**config.mk**
```make
export PLATFORM = sky130hd
export DESIGN_NAME = hazard_fwd_sb
export DESIGN_NICKNAME = d
export VERILOG_FILES = /design/src/rtl/hazard_fwd_sb_pkg.sv /design/src/rtl/hazard_scoreboard.sv /design/src/rtl/hazard_fwd_sb.sv
export SDC_FILE = /design/constraint.sdc
export NUM_CORES = 1
export LEC_CHECK = 0
export CAP_MARGIN = 40
export CORE_AREA = 2 2 146 148
export DETAILED_ROUTE_END_ITERATION = 8
export DIE_AREA = 0 0 148 150
export GPL_ROUTABILITY_DRIVEN = 0
export PLACE_DENSITY_LB_ADDON = 0.1
export SYNTH_ARGS = -nofsm -noshare
export SYNTH_HDL_FRONTEND = slang
export SYNTH_HIERARCHICAL = 1
export SYNTH_SLANG_ARGS = --single-unit
export TNS_END_PERCENT = 50
```
**constraint.sdc**
```tcl
create_clock -name i_clk -period 3.55 [get_ports i_clk]
set_input_delay 0.5325 -clock i_clk [delete_from_list [all_inputs] [get_ports i_clk]]
set_output_delay 0.5325 -clock i_clk [all_outputs]
set_load 0.02 [all_outputs]
```
**src/rtl/hazard_fwd_sb_pkg.sv**
```systemverilog
// Shared constants and types for the operand hazard / forwarding unit.
// Latency: n/a (package only).
// Backpressure: n/a (package only).
package hazard_fwd_sb_pkg;

  localparam int XLEN           = 32;
  localparam int REG_AW         = 5;
  localparam int NREGS          = 1 << REG_AW;
  localparam logic [REG_AW-1:0] REG_ZERO = '0;
  // Forwarding stage 0 is the youngest (EX); higher indices are older.
  localparam int STAGE_YOUNGEST = 0;

  // Result of resolving one source operand.
  typedef struct packed {
    logic [XLEN-1:0] d;
    logic            hz;
  } opnd_res_t;

  function automatic logic reg_nz(input logic [REG_AW-1:0] r);
    return r != REG_ZERO;
  endfunction

endpackage

```
**src/rtl/hazard_scoreboard.sv**
```systemverilog
// Long-latency register scoreboard: busy bit per register plus outstanding-op counter.
// Latency: issue/done take effect on the busy vector and counter one cycle later.
// Backpressure: o_full when LL_DEPTH ops are outstanding; issue while full is ignored.
//
// Ports:
//   i_clk, i_rst_n            clock, async active-low reset
//   i_ll_issue/_reg           long-latency op committed, destination register
//   i_ll_done/_reg            long-latency result returning, destination register
//   o_busy                    busy bit per register (bit 0 always 0)
//   o_full                    LL_DEPTH ops outstanding
module hazard_scoreboard
  import hazard_fwd_sb_pkg::*;
#(
  parameter int LL_DEPTH = 4
) (
  input  logic              i_clk,
  input  logic              i_rst_n,
  input  logic              i_ll_issue,
  input  logic [REG_AW-1:0] i_ll_issue_reg,
  input  logic              i_ll_done,
  input  logic [REG_AW-1:0] i_ll_done_reg,
  output logic [NREGS-1:0]  o_busy,
  output logic              o_full
);

  localparam int CW = $clog2(LL_DEPTH + 1);

  logic [CW-1:0]    cnt;
  logic [NREGS-1:0] busy_q;
  logic [NREGS-1:0] busy_nxt;
  logic             issue_ok;
  logic             done_ok;

  assign o_full   = (cnt == CW'(LL_DEPTH));
  // Issue while full and done with nothing outstanding are protocol errors; drop them.
  assign issue_ok = i_ll_issue && !o_full;
  assign done_ok  = i_ll_done && (cnt != '0);

  always_comb begin
    busy_nxt = busy_q;
    if (done_ok)
      busy_nxt[i_ll_done_reg] = 1'b0;
    // Set after clear so a same-cycle issue and done on one register leaves it busy.
    if (issue_ok && reg_nz(i_ll_issue_reg))
      busy_nxt[i_ll_issue_reg] = 1'b1;
    busy_nxt[0] = 1'b0;
  end

  always_ff @(posedge i_clk or negedge i_rst_n) begin
    if (!i_rst_n) begin
      busy_q <= '0;
      cnt    <= '0;
    end else begin
      busy_q <= busy_nxt;
      if (issue_ok && !done_ok)
        cnt <= cnt + 1'b1;
      else if (!issue_ok && done_ok)
        cnt <= cnt - 1'b1;
    end
  end

  assign o_busy = busy_q;

endmodule

```
**src/rtl/hazard_fwd_sb.sv**
```systemverilog
// Operand hazard and forwarding unit with long-latency scoreboard between RF read and issue.
// Latency: forwarding and o_hz_data are combinational (zero cycles); scoreboard updates next cycle.
// Backpressure: o_hz_data asks decode to stall; o_ll_full conservatively stalls any rd writer.
//
// Ports:
//   i_id_valid                decode holds a valid instruction (only gates the stall counter)
//   i_hz_rs1/rs2/rd, i_rs*    operand usage flags and register indices
//   i_rs*_raw_d               register-file read data
//   i_st_*                    per-stage writeback enable/dest/ready/data, stage 0 youngest
//   i_ll_issue*, i_ll_done*   long-latency commit and completion
//   o_rs*_d                   resolved operands
//   o_hz_data                 unrecoverable hazard
//   o_ll_full, o_sb_busy      scoreboard status
//   o_stall_cnt               stall cycle counter, present only with HAZARD_PERF_CNT_EN
//                             defined; tied to 0 otherwise
module hazard_fwd_sb
  import hazard_fwd_sb_pkg::*;
#(
  parameter int STAGES   = 3,
  parameter int LL_DEPTH = 4,
  parameter int CNT_W    = 32
) (
  input  logic                     i_clk,
  input  logic                     i_rst_n,
  input  logic                     i_id_valid,
  input  logic                     i_hz_rs1,
  input  logic                     i_hz_rs2,
  input  logic                     i_hz_rd,
  input  logic [REG_AW-1:0]        i_rs1,
  input  logic [REG_AW-1:0]        i_rs2,
  input  logic [REG_AW-1:0]        i_rd,
  input  logic [XLEN-1:0]          i_rs1_raw_d,
  input  logic [XLEN-1:0]          i_rs2_raw_d,
  input  logic [STAGES-1:0]        i_st_wb_en,
  input  logic [REG_AW*STAGES-1:0] i_st_wb_reg,
  input  logic [STAGES-1:0]        i_st_fwd_ok,
  input  logic [XLEN*STAGES-1:0]   i_st_fwd_d,
  input  logic                     i_ll_issue,
  input  logic [REG_AW-1:0]        i_ll_issue_reg,
  input  logic                     i_ll_done,
  input  logic [REG_AW-1:0]        i_ll_done_reg,
  input  logic [XLEN-1:0]          i_ll_done_d,
  output logic [XLEN-1:0]          o_rs1_d,
  output logic [XLEN-1:0]          o_rs2_d,
  output logic                     o_hz_data,
  output logic                     o_ll_full,
  output logic [NREGS-1:0]         o_sb_busy,
  output logic [CNT_W-1:0]         o_stall_cnt
);

  logic [NREGS-1:0] busy;
  logic             ll_full;
  opnd_res_t        res1;
  opnd_res_t        res2;
  logic             rd_hz;

  hazard_scoreboard #(
    .LL_DEPTH (LL_DEPTH)
  ) u_sb (
    .i_clk          (i_clk),
    .i_rst_n        (i_rst_n),
    .i_ll_issue     (i_ll_issue),
    .i_ll_issue_reg (i_ll_issue_reg),
    .i_ll_done      (i_ll_done),
    .i_ll_done_reg  (i_ll_done_reg),
    .o_busy         (busy),
    .o_full         (ll_full)
  );

  // Youngest matching stage decides alone (forward or stall); only when no stage
  // matches do the same-cycle completion bypass and then the scoreboard apply.
  function automatic opnd_res_t resolve(
    input logic                     en,
    input logic [REG_AW-1:0]        rs,
    input logic [XLEN-1:0]          raw,
    input logic [STAGES-1:0]        wb_en,
    input logic [REG_AW*STAGES-1:0] wb_reg,
    input logic [STAGES-1:0]        fwd_ok,
    input logic [XLEN*STAGES-1:0]   fwd_d,
    input logic                     done,
    input logic [REG_AW-1:0]        done_reg,
    input logic [XLEN-1:0]          done_d,
    input logic [NREGS-1:0]         sb_busy
  );
    opnd_res_t r;
    logic      hit;
    r.d  = raw;
    r.hz = 1'b0;
    hit  = 1'b0;
    if (en) begin
      for (int k = STAGE_YOUNGEST; k < STAGES; k++) begin
        if (!hit && wb_en[k] && (wb_reg[REG_AW*k +: REG_AW] == rs)) begin
          hit = 1'b1;
          if (fwd_ok[k])
            r.d = fwd_d[XLEN*k +: XLEN];
          else
            r.hz = 1'b1;
        end
      end
      if (!hit) begin
        if (done && (done_reg == rs))
          r.d = done_d;
        else if (sb_busy[rs])
          r.hz = 1'b1;
      end
    end
    return r;
  endfunction

  always_comb begin
    res1 = resolve(i_hz_rs1 && reg_nz(i_rs1), i_rs1, i_rs1_raw_d, i_st_wb_en, i_st_wb_reg,
                   i_st_fwd_ok, i_st_fwd_d, i_ll_done, i_ll_done_reg, i_ll_done_d, busy);
    res2 = resolve(i_hz_rs2 && reg_nz(i_rs2), i_rs2, i_rs2_raw_d, i_st_wb_en, i_st_wb_reg,
                   i_st_fwd_ok, i_st_fwd_d, i_ll_done, i_ll_done_reg, i_ll_done_d, busy);
  end

  // WAW against an outstanding long-latency write, unless it retires this cycle.
  // Full also stalls any rd writer since we cannot tell whether it is long-latency.
  assign rd_hz = (i_hz_rd && reg_nz(i_rd) && busy[i_rd] &&
                  !(i_ll_done && (i_ll_done_reg == i_rd))) ||
                 (i_hz_rd && ll_full);

  assign o_rs1_d   = res1.d;
  assign o_rs2_d   = res2.d;
  assign o_hz_data = res1.hz || res2.hz || rd_hz;
  assign o_ll_full = ll_full;
  assign o_sb_busy = busy;

`ifdef HAZARD_PERF_CNT_EN
  logic [CNT_W-1:0] stall_cnt;

  always_ff @(posedge i_clk or negedge i_rst_n) begin
    if (!i_rst_n)
      stall_cnt <= '0;
    else if (i_id_valid && o_hz_data && (stall_cnt != '1))
      stall_cnt <= stall_cnt + 1'b1;
  end

  assign o_stall_cnt = stall_cnt;
`else
  logic unused_id_valid;
  assign unused_id_valid = i_id_valid;
  assign o_stall_cnt     = '0;
`endif

endmodule
```
==> flow_summary_export.csv <==
group,metric,value,unit
outcome,outcome,"completed",
job,max-cap-violations,0,
detailed_routing,first_pass_iters,7,
finish,nFillCells,1956,
timing,final_max_slew_viol_count,0,
finish,final_util,0.561,
global_route,use_met3,0.0399,
timing,fmax,0.287,GHz
timing,clock_skew,4.76,ps
synthesis,synth_fa_ha_area_frac,0.00480,
hold_path,hp-class,"reg -> reg",
floorplan,rows,53,
critical_path,path_class,"in -> out",
floorplan,die_y,150,µm
hold_path,hold_depth,1,
synthesis,synth_simple_gate_area_frac,0.237,
synthesis,synthArstFlopShare,1.00,
synthesis,synthCells,886,
finish,area_delta_synth_final,71.1,%
power_and_ir_drop,p_leak,5.20,nW
detailed_routing,drtIter0Drc,836,
detailed_routing,dr_total_vias,9121,
critical_path,end_kind,"primary output",
detailed_routing,antenna_left,0,
timing,slew-limit-headroom,0.672,
synthesis,synth_compound_area_frac,0.283,
floorplan,start_util,0.328,
power_and_ir_drop,finalPower,3.54,mW
global_route,track_usage,0.308,
critical_path,worstPathArrival,2960,ps
detailed_routing,totalWireLength,37.0,mm
global_route,use_met2,0.540,
global_route,grt_max_degree,39,
synthesis,synth_area_leaders,"dfrtp_1, mux2i_1, a211o_1, mux4_2, a31oi_1",
timing,tightest_slew,485,ps
synthesis,syn_area_per_cell,7.65,µm²
detailed_routing,wl_per_cell,23.6,µm
timing,setup_viol,0,
floorplan,die-width,148,µm
timing,finalCriticalPeriod,3490,ps
clock_tree,cts_tree,"built",
floorplan,dieArea,22200,µm²
synthesis,yosys_warnings,6,
floorplan,ios,376,
timing,hold_viol,0,
detailed_routing,routed_via_density,5.82,
critical_path,reg2regPathDepth,6,
synthesis,ys_seq_area_frac,0.125,
global_route,grt_pass1_vias,9021,
critical_path,cp_max_fo,7,
place,dpl.hpwl,27.9,mm
critical_path,critPathLaunchType,"primary input",
finish,nets,1540,
power_and_ir_drop,vdd_drop_max,0.392,mV
synthesis,mappedNetlistArea,6780,µm²
clock_tree,clk_latency,280,ps
place,port_buffers,341,
clock_tree,ctsHoldBuffers,0,
finish,diodes,0,
power_and_ir_drop,power.density,305,nW/µm²
synthesis,ys_ff_latch,34,
clock_tree,cts_max_level,2,
floorplan,fp.coreArea,20700,µm²
timing,fin_crit_sh,0.983,
synthesis,synth_edf_count,0,
global_route,antenna_found_initial,1,
synthesis,synth_top_family_by_area,"compound AO/OA/AOI/OAI gates",
global_route,grt_pass1_wl,53.9,mm
clock_tree,root_buffer,"clkbuf_16",
synthesis,synthFlopType,"dfrtp_1",
finish,layout-drive-gt1-share,0.246,
critical_path,critPathRequiredTime,3020,ps
global_route,use_met1,0.400,
synthesis,synthMuxAreaShare,0.181,
detailed_routing,drcViolationCount,0,
clock_tree,clockBufferDepth,2,
clock_tree,clkTransAtPathRegs,50,ps
timing,fin_setup_tns,0,ps
global_route,grt_overflow_total,0,
global_route,busiest_layer,"met2",
clock_tree,numCtsBuffers,5,
synthesis,synthXorXnorAreaFrac,0.0620,
synthesis,synth_largest_area_cell,"dfrtp_1",
clock_tree,cts_num_sinks,34,
synthesis,synth_top_area_share,0.125,
synthesis,synth_cell_types,56,
flip-flops by register name, indices dropped and copies added, names as in the netlist:
name,flops
u_sb/o_busy,31
u_sb/cnt,3
cells in the mapped netlist, types with 8 or more instances:
library cell  count
mux2i_1          73
or2_2            33
mux4_2           20
o31ai_1          27
xor2_1           40
nor2_1            9
nand2b_1         35
nand3_1          17
nor3_1           69
buf_2            18
o22ai_1          64
a31oi_1          64
xnor2_1           8
a211o_1          64
buf_4            34
nand2_1          73
and2_1            9
dfrtp_1          34
o21ai_0          32
clkbuf_1         61
buf_6             9
final timing paths:
| path | startpoint | to | slack (ps) |
|---|---|---|---|
| min | u_sb/cnt[2] | u_sb/cnt[2] | 550 |
| min reg2reg | u_sb/cnt[2] | u_sb/cnt[2] | 550 |
| max | i_st_wb_reg[7] | o_rs1_d[10] | 60 |
| max in group asynchronous | i_rst_n | u_sb/o_busy[8] | 2560 |
| min in group asynchronous | i_rst_n | u_sb/cnt[1] | 660 |
| max reg2reg | u_sb/cnt[0] | u_sb/cnt[1] | 1240 |
cells in the final DEF, fill, tap and decap left out, types with 7 or more instances in the layout:
cell type	instances
nand4_1	7
nor3_1	68
xnor2_1	8
o31ai_1	26
nand3_1	16
o22ai_1	62
nand2b_1	35
nor2b_1	7
clkdlybuf4s50_1	255
dlygate4sd2_1	9
a31oi_1	58
mux2i_1	73
buf_12	21
o21ai_0	31
nand2_1	72
a211o_1	64
mux4_2	20
or2_2	33
dlymetal6s2s_1	12
conb_1	33
nor2_1	9
dfrtp_1	34
xor2_1	40
o41ai_1	7
nand3b_1	7
buf_2	35
buf_4	138
logic make-up (layout without fill, tap and decap cells):
| family | Yosys count | count (layout) |
|---|---|---|
| AND/OR/NAND/NOR | 295 | 296 |
| AO/OA/AOI/OAI | 275 | 275 |
| buffers and inverters | 133 | 508 |
| multiplexers | 97 | 97 |
| XOR/XNOR | 48 | 48 |
| flip-flops | 34 | 34 |
| adder cells (fa/ha/maj) | 2 | 2 |
| other | 2 | 33 |
per-layer routing:
metal  up-vias  routed length, µm
met4         2                956
met2       525              18100
met5         -                 11
met1      4372              15000
met3        66               3000
li1       4156                  -
power by group:
part,switching [mW],internal (mW)
clock,0.169,0.403
combinational,1.02,1.12
sequential,0.277,0.544
total,1.47,2.07
critical path: stages:
cell and delay [ps]:
clkdlybuf4s50_1 460, xor2_1 180, nor4_1 260, buf_4 160, and2_4 180, nor4b_4 70
buf_4 160, buf_12 140, buf_4 140, a211o_1 220, a31oi_1 240, buf_4 190
stage by stage:
stage	std cells	hold WS (ps)	worst slack [ps]	area, µm²
4_1_cts	1556	547	-84.8	11400
2_1_floorplan	917	237	437	6900
3_3_place_gp	1539	539	-636	11200
3_5_place_dp	1540	536	-668	11200
5_1_grt	1568	577	-11.3	11600
6_report	1568	545	61.4	11600
repair_timing:
item	in CTS	in global routing
pin swaps	8	12
cloned	2	2
gates resized for setup	294	80
setup buffers	6	10
endpoints found under the setup margin	65	62
final cells by class:
cell class	instances	area, µm²	area share
Sequential cell	34	851	0.0733
Clock buffer	5	125	0.0108
Clock inverter	3	68.8	0.00593
Inverter	7	26.3	0.00226
Tap cell	275	344	0.0297
Multi-Input combinational cell	751	5480	0.472
Timing Repair Buffer	493	4710	0.406
Power figures use the tool's default switching activity.
